**src/rtl/serial_bit_adder.sv**
```systemverilog
// Bit-serial WIDTH-bit adder: operands accepted over valid/ready, summed LSB-first
// one bit per clock, result offered over a second valid/ready handshake.
module serial_bit_adder #(
    parameter int WIDTH = 8
) (
    input  logic             clk,
    input  logic             rst,
    input  logic             in_valid,
    output logic             in_ready,
    input  logic [WIDTH-1:0] a,
    input  logic [WIDTH-1:0] b,
    output logic             out_valid,
    input  logic             out_ready,
    output logic [WIDTH-1:0] sum,
    output logic             carry
);

    localparam int CNT_W = $clog2(WIDTH + 1);
    localparam logic [CNT_W-1:0] LAST_CNT = CNT_W'(WIDTH - 1);

    typedef enum logic [1:0] {
        IDLE = 2'd0,
        ADD  = 2'd1,
        DONE = 2'd2
    } state_t;

    state_t             state_r,     state_s;
    logic [WIDTH-1:0]   a_sr_r,      a_sr_s;
    logic [WIDTH-1:0]   b_sr_r,      b_sr_s;
    logic               c_r,         c_s;
    logic [CNT_W-1:0]   cnt_r,       cnt_s;
    logic [WIDTH-1:0]   sum_r,       sum_s;
    logic               carry_r,     carry_s;
    logic               in_ready_r,  in_ready_s;
    logic               out_valid_r, out_valid_s;
    logic               bit_sum_s;
    logic               bit_carry_s;
    logic [WIDTH-1:0]   a_shift_s;

    function automatic logic majority3(input logic x, input logic y, input logic z);
        return (x & y) | (x & z) | (y & z);
    endfunction

    assign bit_sum_s   = a_sr_r[0] ^ b_sr_r[0] ^ c_r;
    assign bit_carry_s = majority3(a_sr_r[0], b_sr_r[0], c_r);

    // Sum bits fill the A shift register from the top as its operand bits drain out.
    if (WIDTH == 1) begin : g_w1
        assign a_shift_s = bit_sum_s;
    end else begin : g_wn
        assign a_shift_s = {bit_sum_s, a_sr_r[WIDTH-1:1]};
    end

    // Next-state, datapath and output decode.
    always_comb begin
        state_s = state_r;
        a_sr_s  = a_sr_r;
        b_sr_s  = b_sr_r;
        c_s     = c_r;
        cnt_s   = cnt_r;
        sum_s   = sum_r;
        carry_s = carry_r;
        case (state_r)
            IDLE: begin
                if (in_valid) begin
                    a_sr_s  = a;
                    b_sr_s  = b;
                    c_s     = 1'b0;
                    cnt_s   = '0;
                    state_s = ADD;
                end else begin
                    state_s = IDLE;
                end
            end
            ADD: begin
                a_sr_s = a_shift_s;
                b_sr_s = b_sr_r >> 1;
                c_s    = bit_carry_s;
                cnt_s  = cnt_r + CNT_W'(1);
                if (cnt_r == LAST_CNT) begin
                    state_s = DONE;
                    sum_s   = a_shift_s;
                    carry_s = bit_carry_s;
                end else begin
                    state_s = ADD;
                end
            end
            DONE: begin
                if (out_ready) begin
                    state_s = IDLE;
                end else begin
                    state_s = DONE;
                end
            end
            default: begin
                state_s = IDLE;
            end
        endcase
        in_ready_s  = (state_s == IDLE);
        out_valid_s = (state_s == DONE);
    end

    // State and datapath registers; handshake flags are registered from the next state.
    always_ff @(posedge clk or posedge rst) begin
        if (rst) begin
            state_r     <= IDLE;
            a_sr_r      <= '0;
            b_sr_r      <= '0;
            c_r         <= 1'b0;
            cnt_r       <= '0;
            sum_r       <= '0;
            carry_r     <= 1'b0;
            in_ready_r  <= 1'b1;
            out_valid_r <= 1'b0;
        end else begin
            state_r     <= state_s;
            a_sr_r      <= a_sr_s;
            b_sr_r      <= b_sr_s;
            c_r         <= c_s;
            cnt_r       <= cnt_s;
            sum_r       <= sum_s;
            carry_r     <= carry_s;
            in_ready_r  <= in_ready_s;
            out_valid_r <= out_valid_s;
        end
    end

    assign in_ready  = in_ready_r;
    assign out_valid = out_valid_r;
    assign sum       = sum_r;
    assign carry     = carry_r;

endmodule

```
**config.mk**
```make
export PLATFORM = sky130hd
export DESIGN_NAME = serial_bit_adder
export DESIGN_NICKNAME = d
export VERILOG_FILES = /design/src/rtl/serial_bit_adder.sv
export SDC_FILE = /design/constraint.sdc
export NUM_CORES = 1
export LEC_CHECK = 0
export ABC_AREA = 1
export CAP_MARGIN = 10
export CORE_MARGIN = 2
export CORE_UTILIZATION = 30
export CTS_CLUSTER_DIAMETER = 80
export DETAILED_ROUTE_END_ITERATION = 8
export PLACE_DENSITY = 0.58
export SLEW_MARGIN = 40
export SYNTH_ARGS = -nofsm -noshare
export SYNTH_HDL_FRONTEND = slang
export SYNTH_SLANG_ARGS = --single-unit
export TNS_END_PERCENT = 50
```
**constraint.sdc**
```tcl
create_clock -name clk -period 1.72 [get_ports clk]
set_input_delay 0.172 -clock clk [delete_from_list [all_inputs] [get_ports clk]]
set_output_delay 0.172 -clock clk [all_outputs]
set_load 0.01 [all_outputs]
```
## Yosys cells after proc, flatten, opt, wreduce, memory -nomap -nowiden

Index checks and enable logic that the tools add are counted.

| word-level totals | value |
|---|---|
| flip-flop bits (word level) | 34 |
| input bits | 20 |
| logic and storage cells | 39 |

| cells by class | value |
|---|---|
| $add $sub $neg | 1 |
| equal/unequal tests | 5 |
| mux-type cells | 12 |
| bitwise operators | 7 |
| reduce and logical (&&, ||, !) cells | 5 |

Operator list:

| operator | count |
|---|---|
| 8-bit case mux with 2 select lines | 2 |
| 8-bit two-way mux | 2 |
| 4-bit case mux with 2 select lines | 1 |
| 2-bit case mux with 3 select lines | 1 |
| 4-bit by 1-bit adder with 4-bit output, second input constant | 1 |
| 2-bit equality test, second input constant | 2 |
| 4-bit by 3-bit equality test with 1-bit output, second input constant | 1 |
| 2-bit zero test | 2 |
| 2-bit two-way mux | 2 |
| 4-bit two-way mux | 1 |
| 2-bit AND reduction | 2 |
| 1-bit bitwise AND | 3 |
| 2-bit by 1-bit equality test with 1-bit output, second input constant | 1 |
| 1-bit two-way mux | 2 |
| 2-bit inequality test, second input constant | 1 |
| 1-bit OR | 2 |
| 1-bit case mux with 2 select lines | 1 |
| 2-bit nonzero test | 1 |
| 1-bit XOR | 2 |

## Longest topological paths before layout

| logic depth | value |
|---|---|
| word-level depth | 4 |
| depth in mapped cells | 7 |

## Worst setup path after synthesis

No wires, ideal clock.

| timing | value |
|---|---|
| path type | register to register |
| start | register cnt_r[0] |
| end | register sum_r[7], in the netlist sum[7] |
| arrival | 1.052 ns |
| required time | 1.603 ns |
| slack | 0.552 ns |
| stages on the path, launching flop included | 8 |
| cells stage by stage | dfrtp_1 > ha_1 > nand2_1 > nor2_1 > nand2_1 > buf_2 > nand2_1 > nand2_1 |

| between the ends | value |
|---|---|
| cells in the longest elaborated chain, start to end | 2 |

Ends and longest elaborated chain:

| what | RTL line | RTL |
|---|---|---|
| from (decl) | 31 | `logic [CNT_W-1:0] cnt_r, cnt_s;` |
| from (signal assigned) | 120 | `cnt_r <= cnt_s;` |
| 4-bit by 3-bit equality test with 1-bit output | 80 | `if (cnt_r == LAST_CNT) begin` |
| 2-bit AND reduction (no line) | n/a |  |
| to (signal assigned) | 121 | `sum_r <= sum_s;` |
| to (decl) | 32 | `logic [WIDTH-1:0] sum_r, sum_s;` |

No other way between the ends.
A chain may end at the register's enable or synchronous reset.

## Final worst setup path

| timing | value |
|---|---|
| start | register in_ready_r, in the netlist in_ready |
| end | output in_ready |

RTL lines:

| what | RTL line | RTL |
|---|---|---|
| from (decl) | 34 | `logic in_ready_r, in_ready_s;` |
| from (signal assigned) | 123 | `in_ready_r <= in_ready_s;` |
| to (decl) | 9 | `output logic in_ready,` |

No word-level cell between the ends.

==> reports/summary.txt <==
Starting Density - 31.0%
DP Worst Slack - 0.357 ns
worst skew pair latency - 0.28 ns
DRT Wirelength - 3200 um
Hold Path Class - in -> async
Residual DRC - 0
Final GP Congestion - 0.739
Pint - 2.01 mW
Synth Register Bits - 34
Clk pin slew, worst setup/hold paths - 0.07 ns
P_leak - 0.963 nW
placed cell count - 271
wire per inst - 11.5 um
Worst Path Buf+Inv - 1
Die Y-Extent - 73.9 um
Slowest cell on crit path - clkdlybuf4s50_1
critical path startpoint - in_ready
status - finished, final reports clean
DRT iter0 DRCs - 44
crit path launch type - register
Switching Fraction - 36.3%
antenna violations before repair - 0
post-CTS resize count - 0
Via density - 4.46
CTS Hold Buffers Added - 0
Hold Vio Cnt, Final - 0
global route hottest layer - met2
Net count, final - 233
worst r2r src - cnt_r[0]
die area - 5460 um^2
Max clock buf depth - 2
Netlist cell types - 15
CTS tree - done
Crit. End Element - output pin
RSZ-0062 raised after global routing - no
vias in the first global route - 1,284
# Post-CTS Setup Buffers - 0
first-pass GRT wire length - 5620 um
Max-Cap Viols - 0
DP HPWL - 2160 um
Worst Slack Setup Final - 0.228 ns
GRT met3 Usage - 3.84%
total number of vias - 1,244
Max Transition Viols Final - 0
Syn Std Cell Area - 1470 um^2
Gate power share - 37.0%
crit path kind - reg -> out
IO Port Bufs - 30
crit path max fanout - 1
# rows - 25
non-filler cells, final - 279
DRT Pass-1 Iters - 4
YS warnings - 0
PwrDens - 1620 nW/um^2
Sinks on Clock Net - 34
fmax - 670 MHz
setup TNS - 0 ns
Clk Tree Root Cell - clkbuf_8
largest net degree at the start of global routing - 35
crit-path max cell delay - 0.53 ns
P_sw - 1.15 mW
CP required - 1.55 ns
IO Pins - 31
core area - 4720 um^2
layout cells sized above 1 - 8.02%
sequential power share - 43.8%
crit path DAT - 1.32 ns
Final Critical Period - 1.49 ns
Worst Skew - 0.00743 ns
TritonCTS Buffers - 5
crit-path leading delay family - buffers and inverters
Clk network pwr share - 19.2%
Horiz. Die Dim - 73.9 um
Period Utilization, post-route - 86.8%
Slew HR - 71.0%
Syn-to-layout area delta - 33.5%
Gate Count Post-Synth - 175
Avg Inst Size Synth - 8.37 um^2
n_diodes - 0
H-tree Lvls - 2
Worst Tran Pin Value - 0.435 ns
Final ANT Viol Nets - 0
maximum vdd drop - 619 uV
Final Setup Violations - 0
Total GRT Usage - 13.8%
Mapped Nets - 197
gr ovfl total - 0
sequential fraction of the synthesis area - 58.2%
met1 Resource Use GR - 16.3%
met2 usage - 23.5%
CP Cell Sequence - clkdlybuf4s50_1
## cells by family (layout without fill, tap and decap cells)
| family | Yosys count | in the layout | share of synthesized area (%) |
|---|---|---|---|
| and+or+nand+nor | 121 | 121 | 34.2 |
| DFF | 34 | 34 | 58.2 |
| buffers and inverters | 14 | 51 | 4.10 |
| AOI/OAI and AO/OA | 4 | 4 | 1.37 |
| adders and majority gates | 2 | 2 | 2.22 |
## worst reg2reg max path, delay by kind of cell, from the launching register on
| family | cells | cell delay [ns] |
|---|---|---|
| and+or+nand+nor | 5 | 0.66 |
| DFF | 1 | 0.39 |
| adders and majority gates | 1 | 0.20 |
## through the flow
| stage | power, mW | util [%] | hold WS (ns) | area [um^2] |
|---|---|---|---|---|
| floorplan | 2.07 | - | 0.313 | 1470 |
| global placement | 2.56 | 39.4 | 0.456 | 1860 |
| detailed placement | 2.59 | 39.4 | 0.465 | 1860 |
| CTS | 3.21 | 41.4 | 0.297 | 1960 |
| global route | 3.43 | 41.4 | 0.338 | 1960 |
| finish | 3.16 | 41.4 | 0.285 | 1960 |
## final cells by class
type                            instances  area [um^2]
Fill cell                             490         2770
Sequential cell                        34          852
Multi-Input combinational cell        127          553
Timing Repair Buffer                   36          345
Tap cell                               67         83.8
Clock buffer                            6         82.6
Inverter                                7         26.3
Clock inverter                          2         12.5
## sequential cells by signal (all words and copies together) (netlist names)
signal / count
b_sr_r: 8
carry: 1
state_r: 2
in_ready: 1
a_sr_r: 8
sum: 8
out_valid: 1
c_r: 1
cnt_r: 4
## synth_stat cells
master,number,share of area [%]
o21ai_1,1,0.34
buf_2,6,2.0
nor2_1,4,1.0
inv_2,1,0.26
nand4_1,1,0.43
o21ai_0,3,1.0
clkbuf_1,1,0.26
dfstp_2,1,1.8
fa_1,1,1.4
nand3_1,33,11
inv_1,6,1.5
nand2_1,82,21
dfrtp_1,33,56
nor2_2,1,0.43
ha_1,1,0.85
## layer usage
metal | vias up | routed length (um)
met5 | - | 0
met4 | 0 | 42
met3 | 4 | 114
met2 | 23 | 1540
met1 | 588 | 1500
li1 | 629 | -
## power groups by stage
| stage | registers (mW) | logic [mW] | clock network [mW] |
|---|---|---|---|
| final | 1.38 | 1.17 | 0.607 |
| after global routing | 1.43 | 1.34 | 0.660 |
| after CTS | 1.39 | 1.20 | 0.633 |
| after global placement | 1.39 | 1.17 | 0 |
| after floorplan | 1.39 | 0.681 | 0 |
| after detailed placement | 1.40 | 1.19 | 0 |
## final timing paths
check                            end  slack, ns  cells past startpoint
max in group asynchronous   in_ready       1.09                      3
min reg2reg                b_sr_r[7]       0.48                      2
max reg2reg                    carry       0.36                      6
min in group clk           b_sr_r[7]       0.44                      3
max                         in_ready       0.23                      1
min                              c_r       0.29                      3
## layout by cell type (no fill, tap or decap), types with 3 or more instances in the layout
master	count
clkdlybuf4s50_1	30
nand2_1	82
nand3_1	33
o21ai_0	3
inv_1	6
clkbuf_8	6
nor2_1	4
dfrtp_1	33
buf_4	6
(Power assumes the default switching activity.)
